==> src/rtl/l1_tag_mesi_ctrl_pkg.sv <==
// Shared types and default geometry for the L1 tag/MESI controller.
package mypkg;
    localparam int DEF_ADDR_BITS   = 32;
    localparam int DEF_OFFSET_BITS = 6;
    localparam int DEF_INDEX_BITS  = 4;
    localparam int DEF_WAYS        = 4;
    localparam int DEF_CNT_W       = 32;

    typedef enum logic [3:0] {
        READ       = 4'd0,
        WRITE      = 4'd1,
        I_FETCH    = 4'd2,
        L2_INVAL   = 4'd3,
        L2_DATA_RQ = 4'd4,
        CLR        = 4'd8
    } cmd_e;

    typedef enum logic [1:0] {MESI_I, MESI_S, MESI_E, MESI_M} mesi_e;

    typedef enum logic [1:0] {MSG_READ, MSG_RFO, MSG_WRITEBACK, MSG_INVALIDATE} l2_msg_e;

    typedef enum logic [2:0] {ST_IDLE, ST_LOOKUP, ST_VICTIM_WB, ST_RESP, ST_CLEAR} fsm_e;
endpackage

==> src/rtl/l1_tag_mesi_ctrl_lru_age_update.sv <==
// Age-based LRU update: the touched way becomes youngest, younger ways age by one.
module lru_age_update #(
    parameter int WAYS = 4
) (
    input  logic [WAYS-1:0][$clog2(WAYS)-1:0] ages_in,
    input  logic [$clog2(WAYS)-1:0]           way,
    output logic [WAYS-1:0][$clog2(WAYS)-1:0] ages_out
);
    localparam int AW = $clog2(WAYS);

    always_comb begin
        // NOTE: default every always_comb output first so no path can infer a latch.
        ages_out = ages_in;
        for (int w = 0; w < WAYS; w++) begin
            if (AW'(w) == way)
                ages_out[w] = '0;
            else if (ages_in[w] < ages_in[way])
                ages_out[w] = ages_in[w] + AW'(1);
        end
    end
endmodule

==> src/rtl/l1_tag_mesi_ctrl.sv <==
// L1 tag array with MESI coherence state, age-based LRU, L2 messaging and statistics.
module l1_tag_mesi_ctrl
    import mypkg::*;
#(
    parameter int ADDR_BITS   = DEF_ADDR_BITS,
    parameter int OFFSET_BITS = DEF_OFFSET_BITS,
    parameter int INDEX_BITS  = DEF_INDEX_BITS,
    parameter int WAYS        = DEF_WAYS,
    parameter int CNT_W       = DEF_CNT_W
) (
    input  logic                    clk,
    input  logic                    rst_n,
    input  logic                    req_valid,
    output logic                    req_ready,
    input  logic [3:0]              req_cmd,
    input  logic [ADDR_BITS-1:0]    req_addr,
    output logic                    rsp_valid,
    output logic                    rsp_hit,
    output logic [$clog2(WAYS)-1:0] rsp_way,
    output logic                    rsp_err,
    output logic                    l2_msg_valid,
    output l2_msg_e                 l2_msg_type,
    output logic [ADDR_BITS-1:0]    l2_msg_addr,
    output logic [CNT_W-1:0]        read_cnt,
    output logic [CNT_W-1:0]        write_cnt,
    output logic [CNT_W-1:0]        hit_cnt,
    output logic [CNT_W-1:0]        miss_cnt
);
    localparam int SETS      = 1 << INDEX_BITS;
    localparam int AW        = $clog2(WAYS);
    localparam int LINE_BITS = ADDR_BITS - OFFSET_BITS;
    localparam int TAG_BITS  = LINE_BITS - INDEX_BITS;

    fsm_e                  fsm;
    logic [3:0]            cmd_q;
    logic [LINE_BITS-1:0]  line_q;
    logic [INDEX_BITS-1:0] set_q, clr_set;
    logic [TAG_BITS-1:0]   tag_q;

    logic [TAG_BITS-1:0]       tag_mem  [SETS][WAYS];
    mesi_e                     mesi_mem [SETS][WAYS];
    logic [WAYS-1:0][AW-1:0]   age_mem  [SETS];

    logic                    hit, inv_found, fill, do_wb, err, st_we, age_we, msg_v;
    logic [AW-1:0]           hit_way, inv_way, lru_way, victim_way, acc_way;
    mesi_e                   hit_st, vic_st, st_new;
    l2_msg_e                 msg_t;
    logic [ADDR_BITS-1:0]    line_addr, wb_addr;
    logic [WAYS-1:0][AW-1:0] ages_next;

    logic                    pend_hit;
    logic [AW-1:0]           pend_way;
    l2_msg_e                 pend_msg_t;
    logic [ADDR_BITS-1:0]    pend_msg_addr;

    assign req_ready = (fsm == ST_IDLE);
    assign set_q     = line_q[INDEX_BITS-1:0];
    assign tag_q     = line_q[LINE_BITS-1:INDEX_BITS];
    assign line_addr = {line_q, OFFSET_BITS'(0)};

    always_comb begin
        hit = 1'b0; hit_way = '0; inv_found = 1'b0; inv_way = '0; lru_way = '0;
        for (int w = 0; w < WAYS; w++) begin
            if (!hit && mesi_mem[set_q][w] != MESI_I && tag_mem[set_q][w] == tag_q) begin
                hit = 1'b1; hit_way = AW'(w);
            end
            if (!inv_found && mesi_mem[set_q][w] == MESI_I) begin
                inv_found = 1'b1; inv_way = AW'(w);
            end
            if (age_mem[set_q][w] == AW'(WAYS - 1))
                lru_way = AW'(w);
        end
    end

    assign victim_way = inv_found ? inv_way : lru_way;
    assign acc_way    = hit ? hit_way : victim_way;
    assign hit_st     = mesi_mem[set_q][hit_way];
    assign vic_st     = mesi_mem[set_q][victim_way];
    assign wb_addr    = {tag_mem[set_q][victim_way], set_q, OFFSET_BITS'(0)};
    assign do_wb      = fill && (vic_st == MESI_M);

    lru_age_update #(.WAYS(WAYS)) u_lru (
        .ages_in (age_mem[set_q]),
        .way     (acc_way),
        .ages_out(ages_next)
    );

    always_comb begin
        st_new = hit_st; st_we = 1'b0; age_we = 1'b0; fill = 1'b0;
        msg_v = 1'b0; msg_t = MSG_READ; err = 1'b0;
        case (cmd_q)
            READ, I_FETCH: begin
                age_we = 1'b1;
                if (!hit) begin
                    fill = 1'b1; st_we = 1'b1; st_new = MESI_E; msg_v = 1'b1; msg_t = MSG_READ;
                end
            end
            WRITE: begin
                age_we = 1'b1; st_we = 1'b1; st_new = MESI_M;
                if (!hit) begin
                    fill = 1'b1; msg_v = 1'b1; msg_t = MSG_RFO;
                end else if (hit_st == MESI_S) begin
                    msg_v = 1'b1; msg_t = MSG_INVALIDATE;
                end
            end
            L2_INVAL: if (hit) begin
                st_we = 1'b1; st_new = MESI_I;
                msg_v = (hit_st == MESI_M); msg_t = MSG_WRITEBACK;
            end
            L2_DATA_RQ: if (hit && (hit_st == MESI_M || hit_st == MESI_E)) begin
                st_we = 1'b1; st_new = MESI_S;
                msg_v = (hit_st == MESI_M); msg_t = MSG_WRITEBACK;
            end
            default: err = 1'b1;
        endcase
    end

    function automatic logic [CNT_W-1:0] sat_inc(input logic [CNT_W-1:0] v);
        return (&v) ? v : v + CNT_W'(1);
    endfunction

    // NOTE: tags need no reset; a line is only trusted when its reset-cleared MESI state is not I.
    always_ff @(posedge clk) begin
        if (fsm == ST_LOOKUP && fill)
            tag_mem[set_q][victim_way] <= tag_q;
    end

    always_ff @(posedge clk or negedge rst_n) begin
        if (!rst_n) begin
            fsm <= ST_IDLE;
            cmd_q <= '0; line_q <= '0; clr_set <= '0;
            rsp_valid <= 1'b0; rsp_hit <= 1'b0; rsp_way <= '0; rsp_err <= 1'b0;
            l2_msg_valid <= 1'b0; l2_msg_type <= MSG_READ; l2_msg_addr <= '0;
            pend_hit <= 1'b0; pend_way <= '0; pend_msg_t <= MSG_READ; pend_msg_addr <= '0;
            read_cnt <= '0; write_cnt <= '0; hit_cnt <= '0; miss_cnt <= '0;
            for (int s = 0; s < SETS; s++)
                for (int w = 0; w < WAYS; w++) begin
                    mesi_mem[s][w] <= MESI_I;
                    age_mem[s][w]  <= AW'(w);
                end
        end else begin
            rsp_valid    <= 1'b0;
            l2_msg_valid <= 1'b0;
            case (fsm)
                ST_IDLE: if (req_valid) begin
                    cmd_q   <= req_cmd;
                    line_q  <= req_addr[ADDR_BITS-1:OFFSET_BITS];
                    clr_set <= '0;
                    fsm     <= (req_cmd == CLR) ? ST_CLEAR : ST_LOOKUP;
                end
                ST_CLEAR: begin
                    for (int w = 0; w < WAYS; w++) begin
                        mesi_mem[clr_set][w] <= MESI_I;
                        age_mem[clr_set][w]  <= AW'(w);
                    end
                    read_cnt <= '0; write_cnt <= '0; hit_cnt <= '0; miss_cnt <= '0;
                    clr_set <= clr_set + INDEX_BITS'(1);
                    if (clr_set == INDEX_BITS'(SETS - 1)) begin
                        rsp_valid <= 1'b1; rsp_hit <= 1'b0; rsp_way <= '0; rsp_err <= 1'b0;
                        fsm <= ST_RESP;
                    end
                end
                ST_LOOKUP: begin
                    if (st_we)  mesi_mem[set_q][acc_way] <= st_new;
                    if (age_we) age_mem[set_q] <= ages_next;
                    if (cmd_q == READ || cmd_q == I_FETCH) read_cnt <= sat_inc(read_cnt);
                    if (cmd_q == WRITE) write_cnt <= sat_inc(write_cnt);
                    if (age_we) begin
                        if (hit) hit_cnt  <= sat_inc(hit_cnt);
                        else     miss_cnt <= sat_inc(miss_cnt);
                    end
                    if (do_wb) begin
                        // The writeback owns this cycle; the fill message waits for RESP.
                        l2_msg_valid <= 1'b1; l2_msg_type <= MSG_WRITEBACK; l2_msg_addr <= wb_addr;
                        pend_hit <= 1'b0; pend_way <= acc_way;
                        pend_msg_t <= msg_t; pend_msg_addr <= line_addr;
                        fsm <= ST_VICTIM_WB;
                    end else begin
                        rsp_valid <= 1'b1; rsp_hit <= hit && !err; rsp_way <= acc_way; rsp_err <= err;
                        l2_msg_valid <= msg_v; l2_msg_type <= msg_t; l2_msg_addr <= line_addr;
                        fsm <= ST_RESP;
                    end
                end
                ST_VICTIM_WB: begin
                    rsp_valid <= 1'b1; rsp_hit <= pend_hit; rsp_way <= pend_way; rsp_err <= 1'b0;
                    l2_msg_valid <= 1'b1; l2_msg_type <= pend_msg_t; l2_msg_addr <= pend_msg_addr;
                    fsm <= ST_RESP;
                end
                ST_RESP: fsm <= ST_IDLE;
                default: fsm <= ST_IDLE;
            endcase
        end
    end
endmodule
==> config.mk <==
export PLATFORM = sky130hd
export DESIGN_NAME = l1_tag_mesi_ctrl
export DESIGN_NICKNAME = d
export VERILOG_FILES = /design/src/rtl/l1_tag_mesi_ctrl_pkg.sv /design/src/rtl/l1_tag_mesi_ctrl_lru_age_update.sv /design/src/rtl/l1_tag_mesi_ctrl.sv
export SDC_FILE = /design/constraint.sdc
export NUM_CORES = 2
export LEC_CHECK = 0
export ABC_CLOCK_PERIOD_IN_PS = 8650
export BUFFER_PORTS_ARGS = -buffer_cell sky130_fd_sc_hd__buf_2
export CAP_MARGIN = 20
export CORE_UTILIZATION = 65
export CTS_BUF_LIST = sky130_fd_sc_hd__clkbuf_4
export DETAILED_ROUTE_END_ITERATION = 7
export PLACE_DENSITY = 0.83
export SYNTH_ARGS = -nofsm -noshare
export SYNTH_HDL_FRONTEND = slang
export SYNTH_HIERARCHICAL = 1
export SYNTH_SLANG_ARGS = --single-unit
==> constraint.sdc <==
create_clock -name clk -period 8.65 [get_ports clk]
set_input_delay 1.73 -clock clk [delete_from_list [all_inputs] [get_ports clk]]
set_output_delay 1.73 -clock clk [all_outputs]
set_load 0.05 [all_outputs]
==> metrics.txt <==
met2 wire len=113000 um; Netlist cell types=112; Initial Util=65.6%; Max Cap Viol=0; Pwr Density=342 nW/um2; initial DRC count=9071; Worst Hold Class=primary input to async pin; top_reg_cell synth=edfxtp_1; Resized Gates After CTS=0; DRT met1 WL=86300 um; Top Ports=208; H-tree depth=5; Setup Total Neg Slack=0 ps; layout cells sized above 1=29.3%; CP cell instances=buf_12 > buf_4 > mux4_2 > mux4_2 > o2bb2ai_1 > a31oi_1 > o21ai_1 > nand2_2 > buf_4 > a211oi_1 > a211oi_1 > nand2_2 > buf_4 > a21oi_1 > o21ai_0; Worst-path clk slew=70 ps; Worst path depth=15; crit end category=flop; mean post-synth cell area=15.3 um2; Register-to-Register Path Depth=15; Max Slew Vio Count=0; Max FO, Critical Path=45; post-layout min period=7590 ps; final hold vios=0; f_max=132 MHz; r2r setup slk=1060 ps; HPWL Detailed=162000 um; nets=6020; Die H=361 um; R2R Path Start=line_q[1]; Final WS setup=1060 ps; Die W=361 um; vias post-DR=56912; Data required, critical path=9840 ps; RSZ-0062 raised after global routing=false; P_leak=33.3 nW; GRT Total Usage=39.6%; largest net degree at the start of global routing=184; DIE AREA=130000 um2; drt drc=3; port buffer count=195; Seq cells post-synth=1893; kind of critical path=flop to flop; Core Util, Final=72.6%; Area Overhead vs Synth=10.6%; met3 routed WL=39000 um; # rows=131; FF-to-FF End=l2_msg_addr[28]; first-pass GRT wire length=371000 um; DR WL/cell=32.3 um; Final ANT Viol Nets=0; Gate Count Post-Synth=5454; critical path buffer and inverter count=4; Max Used Layer=met5; status=finished with violations; Num CTS Buffers=462; placement-stage worst setup slack=1570 ps; Post-synth EDFFs=1408; Yosys Warn Count=6; clk_lat worst skew=1410 ps; CTS Root Cell=clkbuf_4; critical path arrival=8770 ps; Sinks on Clock Net=1893; Final Cycle Share=87.7%; slowest stage delay, CP=940 ps; slowest stage cell, crit path=dfrtp_4; vias in the first global route=55772; clk_skew=145 ps; cell mode on critical path=buf_4; initial antenna violation count=22; drt pass-1 iters=8; setup repair bufs after CTS=0; vias per cell=7.14; GR Overflow Total=0; Peak VDD IR=0.305 mV; Hold Buf Count CTS=0; Post-synth ARST share=25.6%; Synth Cell Area=83600 um2; CP top delay family=compound AO/OA/AOI/OAI gates; failing checks=design-rule violations; Seq/Total Area, Yosys=65.2%; CTS tree=yes; Clock Path Buffers=4; routability cong.=1.06; Critical Path Start Type=flop; core area=128000 um2; final setup fails=0; routed wire length=257000 um; Slew @ Worst Pin=1250 ps; Slew Limit Headroom=16.8%
## how the worst max path moves through the flow
stage	start	endpoint	slack, ps
after floorplan	line_q[0]	age_mem[105]	2340
after global placement	line_q[1]	mesi_mem[7]	1620
after detailed placement	line_q[0]	mesi_mem[39]	1570
after CTS	line_q[1]	tag_mem[11][30]	1470
after global routing	line_q[0]	mesi_mem[111]	970
final	line_q[1]	l2_msg_addr[28]	1060
## flip-flops by register name, indices dropped and copies added, names as in the netlist, 4 cells and up
| register | cells |
|---|---|
| hit_cnt | 32 |
| tag_mem | 1408 |
| age_mem | 128 |
| cmd_q | 4 |
| l2_msg_addr | 26 |
| mesi_mem | 128 |
| pend_msg_addr | 26 |
| miss_cnt | 32 |
| clr_set | 4 |
| line_q | 26 |
| write_cnt | 32 |
| read_cnt | 32 |
## synth_stat cells (28+ instances only)
master / number / area [um2]
edfxtp_1: 1408 / 42300
dfrtp_1: 421 / 10500
mux4_2: 387 / 8720
nor2_1: 359 / 1350
nand2_1: 327 / 1230
mux2i_1: 248 / 2480
clkbuf_1: 167 / 627
inv_1: 163 / 612
o21ai_0: 143 / 716
xnor2_1: 141 / 1230
o22ai_1: 129 / 807
a21oi_1: 122 / 611
mux2_2: 103 / 1160
buf_2: 83 / 415
a22oi_1: 75 / 563
a22o_1: 71 / 622
nand3_1: 69 / 345
o22a_1: 65 / 569
a31oi_1: 64 / 400
dfstp_2: 64 / 1680
nand4_1: 55 / 344
xor2_1: 52 / 455
and3_1: 51 / 319
nor4_1: 49 / 307
nor3_1: 47 / 235
and2_1: 38 / 238
buf_4: 38 / 285
buf_6: 38 / 428
o32ai_1: 34 / 298
a211oi_1: 33 / 248
buf_1: 28 / 105
## power by group
group / internal, mW / total [mW] / leakage (nW) / switching [mW]
Sequential: 11.2 / 12.1 / 19.1 / 0.895
Combinational: 4.11 / 12.4 / 10.8 / 8.28
Clock: 3.60 / 7.11 / 3.35 / 3.51
## logic make-up after synthesis
group                    count (synthesis)  synth area share, %
XOR/XNOR                               194                 2.04
flip-flops                            1893                 65.2
buffers and inverters                  538                 3.25
other                                    1              0.00448
multiplexers                           746                 14.9
AND/OR/NAND/NOR                       1148                 6.66
adder cells (fa/ha/maj)                 12                0.180
AO/OA/AOI/OAI                          922                 7.76
## layer usage
| layer | global-route usage (%) | vias up |
|---|---|---|
| met1 | 51.0 | 27897 |
| met2 | 56.9 | 5120 |
| met3 | 14.7 | 1207 |
| met4 | 25.8 | 14 |
| met5 | 0.518 | - |
| li1 | - | 22674 |
## stage by stage
stage / hold slack (ps) / instances / cell area, um2 / power, mW
finish: 336 / 7975 / 92500 / 31.6
global route: 311 / 7968 / 92500 / 32.3
detailed placement: 460 / 7163 / 86900 / 24.0
global placement: 459 / 7163 / 86900 / 23.7
CTS: 245 / 7952 / 92400 / 31.0
floorplan: 450 / 5459 / 83700 / 19.6
## layout by cell type, fill, tap and decap left out, types with 143 or more instances in the layout
master    synthesis  routed
clkbuf_4          1     666
mux4_2          387     387
inv_1           163     162
buf_2            83     194
mux2i_1         248     248
buf_4            38     196
nor2_1          359     293
edfxtp_1       1408    1408
o21ai_0         143     143
nand2_1         327     324
dfrtp_1         421     395
## cell type report
type	instances	area [um2]
antenna	19	47.5
clock buffer	666	5000
multi-input combinational	3028	26800
fill	7763	35000
clock inverter	123	579
sequential	1893	54500
timing repair buffer	414	2890
inverter	170	646
tap	1662	2080
(Power assumes the default switching activity.)
